`src/rtl/fir_mac_filter.sv`:
```
// Sequential multiply-accumulate FIR stage: one multiplier, TAPS+1 clocks per sample.
// Optional output clamp is built when FIR_SATURATE_EN is defined; otherwise the result wraps.
//
// state | meaning
// IDLE  | waiting for sample_valid; coefficient writes accepted
// MAC   | one tap per clock: acc += d[idx] * c[idx]
// ROUND | round, limit and register out_data, pulse out_valid
module fir_mac_filter #(
    parameter int                 TAPS       = 16,
    parameter logic signed [15:0] COEF_RESET = 16'sd2048
) (
    input  logic                    clk,
    input  logic                    rst,
    input  logic                    sample_valid,
    input  logic [11:0]             sample_in,
    input  logic                    coef_we,
    input  logic [$clog2(TAPS)-1:0] coef_addr,
    input  logic [15:0]             coef_data,
    output logic                    out_valid,
    output logic [11:0]             out_data,
    output logic                    busy,
    output logic                    overrun
);

    localparam int AW   = $clog2(TAPS);
    localparam int ACCW = 28 + AW;
    localparam logic signed [ACCW-1:0] HALF = ACCW'(16384);

    typedef enum logic [1:0] {
        IDLE,
        MAC,
        ROUND
    } state_t;

    state_t                 state;
    logic signed [11:0]     dly  [TAPS];
    logic signed [15:0]     coef [TAPS];
    logic [AW-1:0]          idx;
    logic signed [ACCW-1:0] acc;

    logic signed [11:0]     x_in;
    logic signed [27:0]     d_ext;
    logic signed [27:0]     c_ext;
    logic signed [27:0]     prod;
    logic signed [ACCW-1:0] acc_next;
    logic signed [ACCW-1:0] rnd_sum;
    logic signed [ACCW-1:0] rnd;
    logic [11:0]            r12;

    // Offset-binary ADC code to two's complement: invert the MSB.
    assign x_in = {~sample_in[11], sample_in[10:0]};

    assign d_ext    = {{16{dly[idx][11]}}, dly[idx]};
    assign c_ext    = {{12{coef[idx][15]}}, coef[idx]};
    assign prod     = d_ext * c_ext;
    assign acc_next = acc + {{AW{prod[27]}}, prod};

    assign rnd_sum = acc + HALF;
    assign rnd     = rnd_sum >>> 15;

`ifdef FIR_SATURATE_EN
    localparam logic signed [ACCW-1:0] R_MAX = ACCW'(2047);
    localparam logic signed [ACCW-1:0] R_MIN = ACCW'(-2048);

    always_comb begin
        r12 = rnd[11:0];
        if (rnd > R_MAX) begin
            r12 = 12'h7FF;
        end else if (rnd < R_MIN) begin
            r12 = 12'h800;
        end
    end
`else
    logic unused_rnd;

    // Upper bits are discarded on purpose: two's-complement wrap.
    assign r12        = rnd[11:0];
    assign unused_rnd = ^rnd[ACCW-1:12];
`endif

    assign busy = (state != IDLE);

    always_ff @(posedge clk or posedge rst) begin
        if (rst) begin
            state     <= IDLE;
            idx       <= '0;
            acc       <= '0;
            out_data  <= 12'h800;
            out_valid <= 1'b0;
            overrun   <= 1'b0;
            for (int k = 0; k < TAPS; k++) begin
                dly[k]  <= '0;
                coef[k] <= COEF_RESET;
            end
        end else begin
            out_valid <= 1'b0;
            if ((state != IDLE) && (sample_valid || coef_we)) begin
                overrun <= 1'b1;
            end
            case (state)
                IDLE: begin
                    if (coef_we) begin
                        coef[coef_addr] <= coef_data;
                    end
                    if (sample_valid) begin
                        dly[0] <= x_in;
                        for (int k = 1; k < TAPS; k++) begin
                            dly[k] <= dly[k-1];
                        end
                        acc   <= '0;
                        idx   <= '0;
                        state <= MAC;
                    end
                end
                MAC: begin
                    acc <= acc_next;
                    idx <= idx + AW'(1);
                    if (idx == AW'(TAPS - 1)) begin
                        state <= ROUND;
                    end
                end
                ROUND: begin
                    out_data  <= {~r12[11], r12[10:0]};
                    out_valid <= 1'b1;
                    state     <= IDLE;
                end
                default: state <= IDLE;
            endcase
        end
    end

endmodule

```
`config.mk`:
```
export PLATFORM = sky130hd
export DESIGN_NAME = fir_mac_filter
export DESIGN_NICKNAME = d
export VERILOG_FILES = /design/src/rtl/fir_mac_filter.sv
export SDC_FILE = /design/constraint.sdc
export NUM_CORES = 2
export LEC_CHECK = 0
export ABC_CLOCK_PERIOD_IN_PS = 38100
export CAP_MARGIN = 25
export CORE_MARGIN = 2
export CORE_UTILIZATION = 24
export DETAILED_ROUTE_END_ITERATION = 12
export GPL_TIMING_DRIVEN = 0
export SLEW_MARGIN = 10
export SYNTH_ARGS = -nofsm -noshare
export SYNTH_HDL_FRONTEND = slang
export SYNTH_SLANG_ARGS = --single-unit
```
`constraint.sdc`:
```
create_clock -name clk -period 38.1 [get_ports clk]
set_input_delay 9.525 -clock clk [delete_from_list [all_inputs] [get_ports clk]]
set_output_delay 9.525 -clock clk [all_outputs]
set_load 0.02 [all_outputs]
```
Yosys cells after proc, flatten, opt, wreduce, memory -nomap -nowiden
Index checks and enable logic that the tools add are counted.
- logic and storage cells: 81
- output and inout bits: 15
- input bits: 36
- register bits after elaboration: 500
- bitwise gates (word level): 4
- reduce and logical (&&, ||, !) cells: 10
- $lt $le $gt $ge: 3
- add/subtract/negate cells: 3
- eq/ne operators: 5
- muxes and demuxes: 17
- multiply operators: 1
- operators with widths (operator ; number):
    256-bit bitwise mux ; 1
    16-bit binary-select mux with 4-bit select ; 1
    16-bit demux with 4-bit select ; 1
    32-bit case mux with 2 select lines ; 1
    12-bit binary-select mux with 4-bit select ; 1
    16-bit two-way mux ; 3
    32-bit adder ; 1
    32-bit two-way mux ; 1
    12-bit by 16-bit multiplier with 28-bit output ; 1
    27-bit by 16-bit adder with 27-bit output (second input constant) ; 1
    12-bit two-way mux ; 2
    5-bit >= comparator (second input constant) ; 2
    4-bit NOT with 5-bit output ; 2
    4-bit case mux with 2 select lines ; 1
    2-bit AND reduction ; 4
    5-bit by 1-bit < comparator with 1-bit output (second input constant) ; 1
    4-bit by 1-bit adder with 4-bit output (second input constant) ; 1
    4-bit == test (second input constant) ; 1
    2-bit two-way mux ; 2
    4-bit two-way mux ; 1
    2-bit != test (second input constant) ; 2
    2-bit case mux with 2 select lines ; 1
    2-bit nonzero test ; 2
    2-bit by 1-bit == test with 1-bit output (second input constant) ; 1
    6 further kinds ; 8

Logic depth before layout (Yosys ltp)
- depth in word-level cells: 7
- mapped depth: 40
- mapped depth without buffers: 35

Worst setup path before layout
OpenSTA, ideal clock, no wires.
- path kind: input to register
- start: input port coef_we
- end: register coef[240] (netlist bit)
- setup slack: 26.805 ns
- stages on the path: 6
- buffers on the path: 2
- data arrival time: 11.168 ns
- library setup time: 0.128 ns
- required time: 37.972 ns
- cell sequence: nand2_1 -> or3_1 -> clkbuf_1 -> nor3_1 -> buf_2 -> mux2_1
- cells in the longest elaborated chain, start to end: 1
- ends and longest elaborated chain (item ; RTL line ; RTL):
    start: declaration ; 16 ; input logic coef_we,
    2-bit AND reduction (no line) ; n/a ;
    end signal: indexed assignment ; 103 ; coef[coef_addr] <= coef_data;
    end: declaration ; 37 ; logic signed [15:0] coef [TAPS];
Every way passes these cells.
A chain may end at the register's enable or synchronous reset.

Final worst setup path
- start: input port coef_we
- end: register coef[51] (netlist bit)
Same word-level chain as after synthesis.

==> metrics.csv <==
metric;value;unit
arrival time of the worst setup path;12980;ps
Hold EP;dly[8];
worst r2r dst;acc[26];
Clock Pin Slew Worst Setup and Hold Paths;60;ps
setup tns final;0;ps
DP Area;32720;sq um
Max Fanout on Critical Path;10;
root buf cell;clkbuf_16;
via count;20263;
RePlAce Congestion;0.8654;
drt wl/cell;17.52;um
CTS tree;done;
max-cap check violation count;0;
core area;124000;sq um
final setup fails;0;
CP Capture Type;flip-flop;
DRT Pass-1 Iters;5;
Die Area;128000;sq um
max-slew violations;0;
postcts setup bufs;0;
Max-slew headroom;0.2708;
initial DRC count;1380;
status;complete, no violations;
R2R Setup Slk;26900;ps
Final Skew;66.19;ps
Starting Density;0.2422;
dominant cells by area after synthesis;dfrtp_1 40%, fa_1 12%, mux4_2 9.5%;
IO Pins;51;
number of flops mapped to enable cells by yosys;0;
Synth Register Bits;495;
# clock sinks;495;
final hold vios;0;
num rows;129;
Worst Hold Class;flip-flop to flip-flop;
number of fill cells;12911;
global-route wire length before repair;123.8;mm
FF-to-FF path depth;34;
Area Growth Syn to Fin;15.11;%
ant diodes;0;
min-delay src;dly[8];
top-area cell type share of the netlist area;0.3984;
htree depth;2;
Port-buffer cells;48;
worst-margin pin slew;1094;ps
pin count of the biggest net entering global routing;112;
syn nets;3024;
post-route antenna net violation count;0;
post-layout net count;3141;
final period utilization;0.3271;
total CTS buffers;54;
Via density;4.480;
YS warnings;0;
CP required;38620;ps
post-CTS sizing;0;
clock buffer depth;3;
crit path time final;12460;ps
post-synthesis sequential area ratio;0.4132;
Hold Path Cell Cnt;2;
die outline width;357.7;um
vias in the first global route;20540;
Remaining DRCs;0;
Remaining Overflow, GRT;0;
mapped cell area;30030;sq um
slowest CP cell;clkbuf_1;
initial antenna violation count;2;
RSZ-0062 raised after global routing;false;
final instance area;34560;sq um
Die Height;357.7;um
CP most frequent cell;clkbuf_1;
ys async rst share;1.000;
Worst-Skew Late Latency;660;ps
final core occ;0.2788;
Post-synth top flop;dfrtp_1;
Mapped Avg Cell Area;11.01;sq um
crit path kind;primary input to flip-flop;
ratio of cells with drive above 1 in the final layout;0.1802;
post-synth cell types;58;
dpl hpwl;57.75;mm
Mapped Cells;2728;
Post-Route WL;79.25;mm
top cell type by total area after synthesis;dfrtp_1;
CP max stage delay;880;ps
RR Startpoint;idx[1];
critical-path cell list;clkdlybuf4s50_1, nand2_1, or3_1, clkbuf_1, nor2_1, clkbuf_1, mux2_2;
hold_buf cts;0;
startpoint types;primary input;
Fmax;0.08024;GHz
Global Route Usage Sum;0.1249;
[through the flow]
step	instances	worst slack (ps)	hold WS, ps
after floorplan	2728	14790	437.7
final	4523	25640	475.2
after global routing	4523	25610	498.1
after detailed placement	4421	25010	466.7
after CTS	4518	25680	476.6
after global placement	4413	8193	452.4
[area by class of cell]
cell class / count / area (sq um) / share of cell area
clock buffer: 72 / 1499 / 0.04337
sequential: 495 / 12410 / 0.3590
timing repair buffer: 61 / 688.2 / 0.01991
buffer: 150 / 611.8 / 0.01770
multi-input combinational: 1840 / 16110 / 0.4660
tap: 1637 / 2048 / 0.05926
clock inverter: 25 / 281.5 / 0.008145
inverter: 243 / 919.6 / 0.02661
[worst max-delay path by stage]
stage | startpoint | slack (ps) | depth (start not counted) | endpoint
final | coef_we | 25640 | 7 | coef[51]
after global routing | coef_we | 25610 | 7 | coef[50]
after CTS | coef_we | 25680 | 7 | coef[51]
after detailed placement | coef_we | 25010 | 7 | coef[51]
after global placement | rst | 8190 | 2 | coef[22]
after floorplan | rst | 14790 | 1 | acc[0]
[flip-flops by register name, indices dropped and copies added (netlist names)]
| signal | count |
|---|---|
| out_data | 12 |
| acc | 27 |
| dly | 192 |
| coef | 256 |
| out_valid | 1 |
| overrun | 1 |
| state | 2 |
| idx | 4 |
[routing by layer]
layer	GRT usage	wire, um	up-vias	share of wire
met5	0	24	-	0.00030
met4	0.03531	2004	4	0.025
met3	0.02896	5340	116	0.067
met2	0.1921	35460	531	0.45
met1	0.1753	36430	10348	0.46
li1	-	-	9264	-
[critical path: cells and delay by family]
kind                   cells  cell delay (ps)
multiplexers               1              420
AND/OR/NAND/NOR            3             1320
buffers and inverters      3             1700
[cells in the mapped netlist (all sizes together) (30+ instances only)]
cell    instances
nor2           53
o21ai          63
a21oi          37
mux4          136
ha             85
dfrtp         478
clkbuf        123
inv           243
and2           30
nand3          40
xnor2          36
fa            175
nand2         756
mux2          263
[layout by cell type (no fill, tap or decap), drive strengths merged, types with 36 or more instances in the layout]
master	n
a21oi	37
buf	40
clkbuf	195
clkdlybuf4s50	48
dfrtp	478
fa	175
ha	85
inv	246
mux2	263
mux4	136
nand2	756
nand3	40
nor2	53
o21ai	63
xnor2	36
[kinds of logic (layout without fill, tap and decap cells)]
logic type                 Yosys count  in the layout  share of synthesized area
AOI/OAI and AO/OA                  171            171                    0.03517
and+or+nand+nor                    949            949                     0.1284
muxes                              406            406                     0.2046
adders and majority gates          260            260                     0.1521
DFF                                495            495                     0.4132
xor gates and xnor gates            54             54                    0.01575
buffers and inverters              393            551                    0.05071
Power is not shown: default switching activity piles up to over one toggle a cycle in this logic, so the estimate is an artifact.
